==> src/rtl/cmd_responder.sv <==
// rtl/cmd_responder.sv - serial command responder: sends a selected code byte as a start/8-data/stop frame
// Outputs are registered so start and command never reach tx, ready_command or done combinationally.
module cmd_responder #(
   parameter int unsigned CLKS_PER_BIT = 4,
   parameter logic [7:0]  CMD0         = 8'h41,
   parameter logic [7:0]  CMD1         = 8'h42
) (
   input  logic clk,
   input  logic rst,
   input  logic start,
   input  logic command,
   output logic ready_command,
   output logic tx,
   output logic done
);

   localparam int unsigned CW = $clog2(CLKS_PER_BIT);
   localparam logic [CW-1:0] LAST_CLK = CW'(CLKS_PER_BIT - 1);

   typedef enum logic [1:0] {
      IDLE,
      START_BIT,
      DATA,
      STOP_BIT
   } state_t;

   state_t          state;
   logic [CW-1:0]   clk_cnt;
   logic [2:0]      bit_idx;
   logic [7:0]      code;

   always_ff @(posedge clk) begin
      if (rst) begin
         state         <= IDLE;
         clk_cnt       <= '0;
         bit_idx       <= '0;
         code          <= '0;
         tx            <= 1'b1;
         ready_command <= 1'b1;
         done          <= 1'b0;
      end else begin
         done <= 1'b0;
         case (state)
            IDLE: begin
               tx            <= 1'b1;
               ready_command <= 1'b1;
               clk_cnt       <= '0;
               bit_idx       <= '0;
               if (start) begin
                  code          <= command ? CMD1 : CMD0;
                  state         <= START_BIT;
                  tx            <= 1'b0;
                  ready_command <= 1'b0;
               end
            end
            START_BIT: begin
               if (clk_cnt == LAST_CLK) begin
                  clk_cnt <= '0;
                  bit_idx <= '0;
                  state   <= DATA;
                  tx      <= code[0];
               end else begin
                  clk_cnt <= clk_cnt + 1'b1;
               end
            end
            DATA: begin
               if (clk_cnt == LAST_CLK) begin
                  clk_cnt <= '0;
                  // Index stops at 7; the stop bit follows instead of a wrap to bit 0.
                  if (bit_idx == 3'd7) begin
                     state <= STOP_BIT;
                     tx    <= 1'b1;
                  end else begin
                     bit_idx <= bit_idx + 3'd1;
                     tx      <= code[bit_idx + 3'd1];
                  end
               end else begin
                  clk_cnt <= clk_cnt + 1'b1;
               end
            end
            STOP_BIT: begin
               if (clk_cnt == LAST_CLK) begin
                  clk_cnt       <= '0;
                  state         <= IDLE;
                  tx            <= 1'b1;
                  ready_command <= 1'b1;
                  done          <= 1'b1;
               end else begin
                  clk_cnt <= clk_cnt + 1'b1;
               end
            end
            default: begin
               state         <= IDLE;
               tx            <= 1'b1;
               ready_command <= 1'b1;
            end
         endcase
      end
   end

endmodule

==> config.mk <==
export PLATFORM = sky130hd
export DESIGN_NAME = cmd_responder
export DESIGN_NICKNAME = d
export VERILOG_FILES = /design/src/rtl/cmd_responder.sv
export SDC_FILE = /design/constraint.sdc
export NUM_CORES = 1
export LEC_CHECK = 0
export CAP_MARGIN = 15
export CORE_MARGIN = 1.5
export CORE_UTILIZATION = 47
export CTS_CLUSTER_DIAMETER = 200
export CTS_CLUSTER_SIZE = 20
export DETAILED_ROUTE_END_ITERATION = 8
export PLACE_DENSITY = 0.77
export SKIP_CTS_REPAIR_TIMING = 1
export SLEW_MARGIN = 20
export SYNTH_ARGS = -nofsm -noshare
export SYNTH_HDL_FRONTEND = slang
export SYNTH_SLANG_ARGS = --single-unit
==> constraint.sdc <==
create_clock -name clk -period 1.45 [get_ports clk]
set_input_delay 0.29 -clock clk [delete_from_list [all_inputs] [get_ports clk]]
set_output_delay 0.29 -clock clk [all_outputs]
set_load 0.02 [all_outputs]
# Word level (Yosys, flattened, before mapping)
# Index checks and enable logic that the tools add are counted.
[word_totals]
register_bits = 18
input_bits = 4
out_inout_bits = 3
word_cells = 55
[classes]
add_sub_neg = 2
order_cmp = 1
n_eq_ne = 11
n_mux = 23
bitwise_logic = 1
n_reduce_logical = 10
[ops]
columns = ["cell", "n"]
rows = [
  ["2-bit two-way mux", 7],
  ["2-bit inequality test, second input constant", 6],
  ["3-bit two-way mux", 3],
  ["3-bit case mux with 3 select lines", 1],
  ["2-bit case mux with 4 select lines", 1],
  ["1-bit two-way mux", 7],
  ["2-bit equality test, second input constant", 3],
  ["5-bit AND reduction", 1],
  ["3-bit by 4-bit < comparator with 1-bit output, second input constant", 1],
  ["1-bit case mux with 4 select lines", 1],
  ["2-bit case mux with 2 select lines", 1],
  ["2-bit AND reduction", 2],
  ["4-bit AND reduction", 1],
  ["3-bit by 1-bit adder with 3-bit output, second input constant", 1],
  ["1-bit binary-select mux with 3-bit select", 1],
  ["3-bit equality test, second input constant", 1],
  ["3-bit AND reduction", 1],
  ["3-bit nonzero test", 1],
  ["3-bit OR reduction", 1],
  ["2-bit by 1-bit adder with 2-bit output, second input constant", 1],
  ["2-bit by 1-bit equality test with 1-bit output, second input constant", 1],
  ["2-bit zero test", 1],
  ["1-bit case mux with 2 select lines", 1],
  ["2-bit nonzero test", 1],
  ["other kinds (2)", 2],
]

# Depth between registers and ports, before layout
# Gate-level depths: netlist (run 1).
[depth]
depth_word = 6
ltp_mapped = 6
mapped_depth_nobuf = 6

# Worst setup path before layout (run 1)
# OpenSTA, ideal clock, no wires.
[synth_timing]
path_type = "register to register"
startpoint = "register bit_idx[0]"
endpoint = "register tx"
setup_ps = 119
arrival_ps = 1299
required_time_ps = 1331
setup_slack_ps = 32
path_stages_with_launch = 7
n_path_buf = 0
synth_period_minus_slack_ps = 1418
path_cell_list = "dfxtp_1 -> ha_1 -> ha_1 -> a41oi_1 -> o31ai_1 -> a21oi_1 -> o21ai_1"
[synth_between]
elab_chain_cells = 6
word_cells_on_any_way = 7
classes_between = "1 x add/sub; 1 x eq/ne; 5 x mux"
[synth_lines]
columns = ["element", "line", "text"]
rows = [
  ["from (decl)", "29", "logic [2:0] bit_idx;"],
  ["from (signal assigned)", "74", "bit_idx <= bit_idx + 3'd1;"],
  ["3-bit by 1-bit adder with 3-bit output", "75", "tx <= code[bit_idx + 3'd1];"],
  ["1-bit binary-select mux with 3-bit select", "75", ""],
  ["1-bit two-way mux (implied by the code)", "75", ""],
  ["1-bit two-way mux *", "70", "if (bit_idx == 3'd7) begin"],
  ["1-bit two-way mux *", "67", "if (clk_cnt == LAST_CLK) begin"],
  ["1-bit case mux with 4 select lines *", "43", "case (state)"],
  ["to (signal assigned)", "61", "tx <= code[0];"],
  ["to (signal assigned)", "75", ""],
  ["to (decl)", "13", "output logic tx,"],
]
# Mark *: on every way between the ends. The rest lies on a longest branch, timed or not. The select of a mux whose other input is x is not followed.
# A chain may end at the register's enable or synchronous reset.

# Worst setup path after layout (run 1)
[layout_timing]
startpoint = "register state[0]"
endpoint = "register state[0]"
[layout_between]
elab_chain_cells = 3
word_cells_on_any_way = 11
classes_between = "8 x eq/ne; 1 x mux; 2 x reduce/logical"
[layout_lines]
columns = ["element", "line", "text"]
rows = [
  ["from (decl)", "27", "state_t state;"],
  ["from (signal assigned)", "34", "state <= IDLE;"],
  ["from (signal assigned)", "51", "state <= START_BIT;"],
  ["from (signal assigned)", "60", "state <= DATA;"],
  ["2-bit equality test (tied with other cells)", "43", ""],
  ["2-bit inequality test (no line)", "-", ""],
  ["5-bit AND reduction (no line)", "-", ""],
]
# Several ways; a longest one is shown, not always the timed one.

==> run summary, run 1 <==
• 1.332 mm — Total Wirelength
• 0.07654 ns — Final Worst Setup Slack
• 15.18% — Synth Area in Adders
• 18.81% — GRT Overall Usage
• 493 — via count of the first global-routing pass
• finished clean — status
• dfxtp_1 — most common cell in the synthesized netlist
• 975.0 uV — maximum ir drop on the vdd rail
• compound AO/OA/AOI/OAI gates — largest delay contributor family on the critical path
• 0 — initial antenna violation count
• clkbuf_4 — master cell of the clock root buffer
• 0% — Async S/R FF share, synth
• 0.001637 mm^2 — Die Area
• 1.55 ns — arrival time reported for the critical path endpoint
• 13 x dfxtp_1, 9 x nor2_1, 8 x ha_1 — ranking of synthesized cells by instance count
• 40.46 um — height of the die
• 9.697 um^2 — average footprint of a synthesized cell
• 6 — # port buffers
• 18.98% — post-synthesis compound-gate area fraction
• reg2reg — hold crit path type
• 6 — Iteration-0 DRC Markers
• 1 — CTS H-Tree Depth
• 39.47% — proportion of netlist area held by the largest area contributor
• 0 — antenna-violating nets left
• 0.27 ns — clock insertion delay at the later pin of the skew report
• 1.63 ns — worst endpoint required time
• 728.1 MHz — maximum operating frequency
• 19.54% — fraction of the mapped netlist area in simple logic gates
• 2 — maximum clock path buffer count
• 1.945 mm — wire length of the first global-routing pass
• dfxtp_4 — master of the slowest instance on the critical path
• 0.36 ns — highest cell delay on the worst timing path
• 68.37% — core utilization of the finished layout
• 1 — combined buffer and inverter count along the critical path
• 7 — number of ports placed on the die boundary
• 0 — post-detailed-route DRC marker count
• 0 — count of final max-slew check failures
• 14 — pin count of the biggest net entering global routing
• 13.59 um — per-cell routed wire length
• register — type of element capturing the critical path
• 96 — Post-layout nets
• simple AND/OR/NAND/NOR gates — largest family of logic cells by synthesized area
• 34.91% — area overhead of the layout relative to synthesis
• 40.46 um — die span in x
• buf_4 -> ha_4 -> nor3_4 -> o221ai_2 -> a211oi_1 — Cell Chain, Critical Path
• 4.554% — share of synthesized area spent on multiplexers
• 5 — critical path depth
• -0.008407 ns — Place WS
• dfxtp_1 39%, ha_1 15%, nor2_1 5.1% — largest cells by area after synthesis
• 5.469 — average via count per standard cell
• 0 — gr ovfl total
• 0 — number of antenna diodes
• 0 — EDFF count, synth
• 0.001301 mm^2 — Core Area
• 1 — Hold Path Cell Cnt
• 5 — number of cells on the worst reg-to-reg path
• dfxtp_1 — cell type with the highest aggregate area in the netlist
• 31.33% — share of post-route cells with drive strength above 1
• 536 — via count
• 0 — final hold violation count
• 1909 mW/mm^2 — pwr dens
• 0% — fraction of synthesized cell area in xor and xnor cells
• 0.004184 ns — Max Clock Skew
• 0 — count of warnings emitted by yosys
• 0.3667 nW — static leakage power
• 0.8105 — final RePlAce weighted congestion
• 3 — CTS buffer count
• 50.67% — starting utilization of the core area
• 3 — maximum fanout along the worst path
• built — TritonCTS clock tree
• 0 — Final setup viols
• 659.4 um^2 — mapped cell area
• 80 — Net Count, Synth
• 1.373 ns — Min Clock Period, post-route
• dfxtp_1 — dominant register cell in the synthesized netlist
• 27 — number of distinct library cell variants in the gate-level netlist after synthesis
• 3 — number of optimization iterations in the first detailed-route pass
• 916.3 um — half-perimeter wire length after placement
• 13 — total of flip-flops plus latches after synthesis
• 39.47% — register area share after synthesis
• 1.698 mW — total power
• 0 — Max Cap Viol
• 13 — std cell rows
• 13 — clock net sink count
• 68 — number of instances in the synthesized netlist
• 98 — final-layout fill cell count
• reg2reg — startpoint-to-endpoint class of the critical path
• register — startpoint kind of the worst setup timing path
• 0.08 ns — clock transition at the registers of the reported paths
• 0.4654 ns — transition time at the pin with the least slew margin
• 94.72% — fin crit share
• 68.88% — remaining max-slew budget at the tightest pin
## worst reg2reg max path, cell delays in order, from the launching register on
cell	delay, ns
dfxtp_4	0.36
buf_4	0.14
ha_4	0.18
nor3_4	0.22
o221ai_2	0.13
a211oi_1	0.26
## layout by cell type (no fill, tap or decap), types with 2 or more instances in the layout
cell	synthesis	layout
ha_2	0	3
ha_1	8	2
buf_4	0	6
mux2i_1	3	3
clkbuf_4	0	3
clkdlybuf4s50_1	0	3
a22oi_1	2	2
nor2_1	9	9
a21oi_1	5	5
inv_2	0	3
ha_4	0	3
dlymetal6s2s_1	0	3
dfxtp_1	13	11
o22ai_1	2	2
nand2_1	4	4
## path summary, 6_finish.rpt
check	start	to	slack, ns
setup / recovery	state[0]$_SDFFE_PP0P_	state[0]$_SDFFE_PP0P_	0.08
hold / removal	clk_cnt[0]$_SDFF_PP0_	clk_cnt[0]$_SDFF_PP0_	0.44
setup reg to reg	state[0]$_SDFFE_PP0P_	state[0]$_SDFFE_PP0P_	0.08
hold reg to reg	clk_cnt[0]$_SDFF_PP0_	clk_cnt[0]$_SDFF_PP0_	0.44
## report_power, final
part | internal (mW) | switching [mW]
combinational | 0.483 | 0.476
clock | 0.107 | 0.116
sequential | 0.455 | 0.0619
total | 1.04 | 0.654
## registers in the layout, summed over array words and instances (netlist names)
signal,cells
state,2
bit_idx,3
ready_command,1
code,3
done,1
tx,1
clk_cnt,2
## area by class of cell
type | instances | area, um^2 | area share (%)
multi-input combinational | 51 | 455.4 | 51.20
sequential | 13 | 265.3 | 29.82
clock buffer | 4 | 26.28 | 2.954
inverter | 3 | 11.26 | 1.266
tap | 15 | 18.77 | 2.110
timing repair buffer | 12 | 112.6 | 12.66
## layer usage
metal  track usage [%]  vias up  part of all wire, %
li1                  -      278                    -
met1             21.59      249                   48
met2             28.57        7                   47
met3             7.222        2                  3.8
met4             12.50        0                 0.98
met5                 0        -                    0
## cell families after synthesis
group                    after synthesis
buffers and inverters                  4
AND/OR/NAND/NOR                       22
flip-flops                            13
multiplexers                           3
adder cells (fa/ha/maj)                8
AO/OA/AOI/OAI                         18
## through the flow
| stage | hold WS, ns | instance area [um^2] | instances | setup TNS [ns] |
|---|---|---|---|---|
| 6_report | 0.4372 | 889.6 | 98 | 0 |
| 5_1_grt | 0.4737 | 889.6 | 98 | -0.00003397 |
| 4_1_cts | 0.4346 | 798.3 | 97 | -0.2316 |
| 3_5_place_dp | 0.4221 | 772.0 | 93 | -0.01035 |
| 3_3_place_gp | 0.4242 | 772.0 | 93 | -0.006767 |
| 2_1_floorplan | 0.3673 | 659.4 | 68 | 0 |
(Power assumes the default switching activity.)
==> inputs of run 2 (changes only) <==
- ABC_CLOCK_PERIOD_IN_PS: default -> 1450
- GPL_ROUTABILITY_DRIVEN: default -> 0
==> results of run 2 <==
Same layout as run 1: the final DEF is identical, and so are final timing and power.
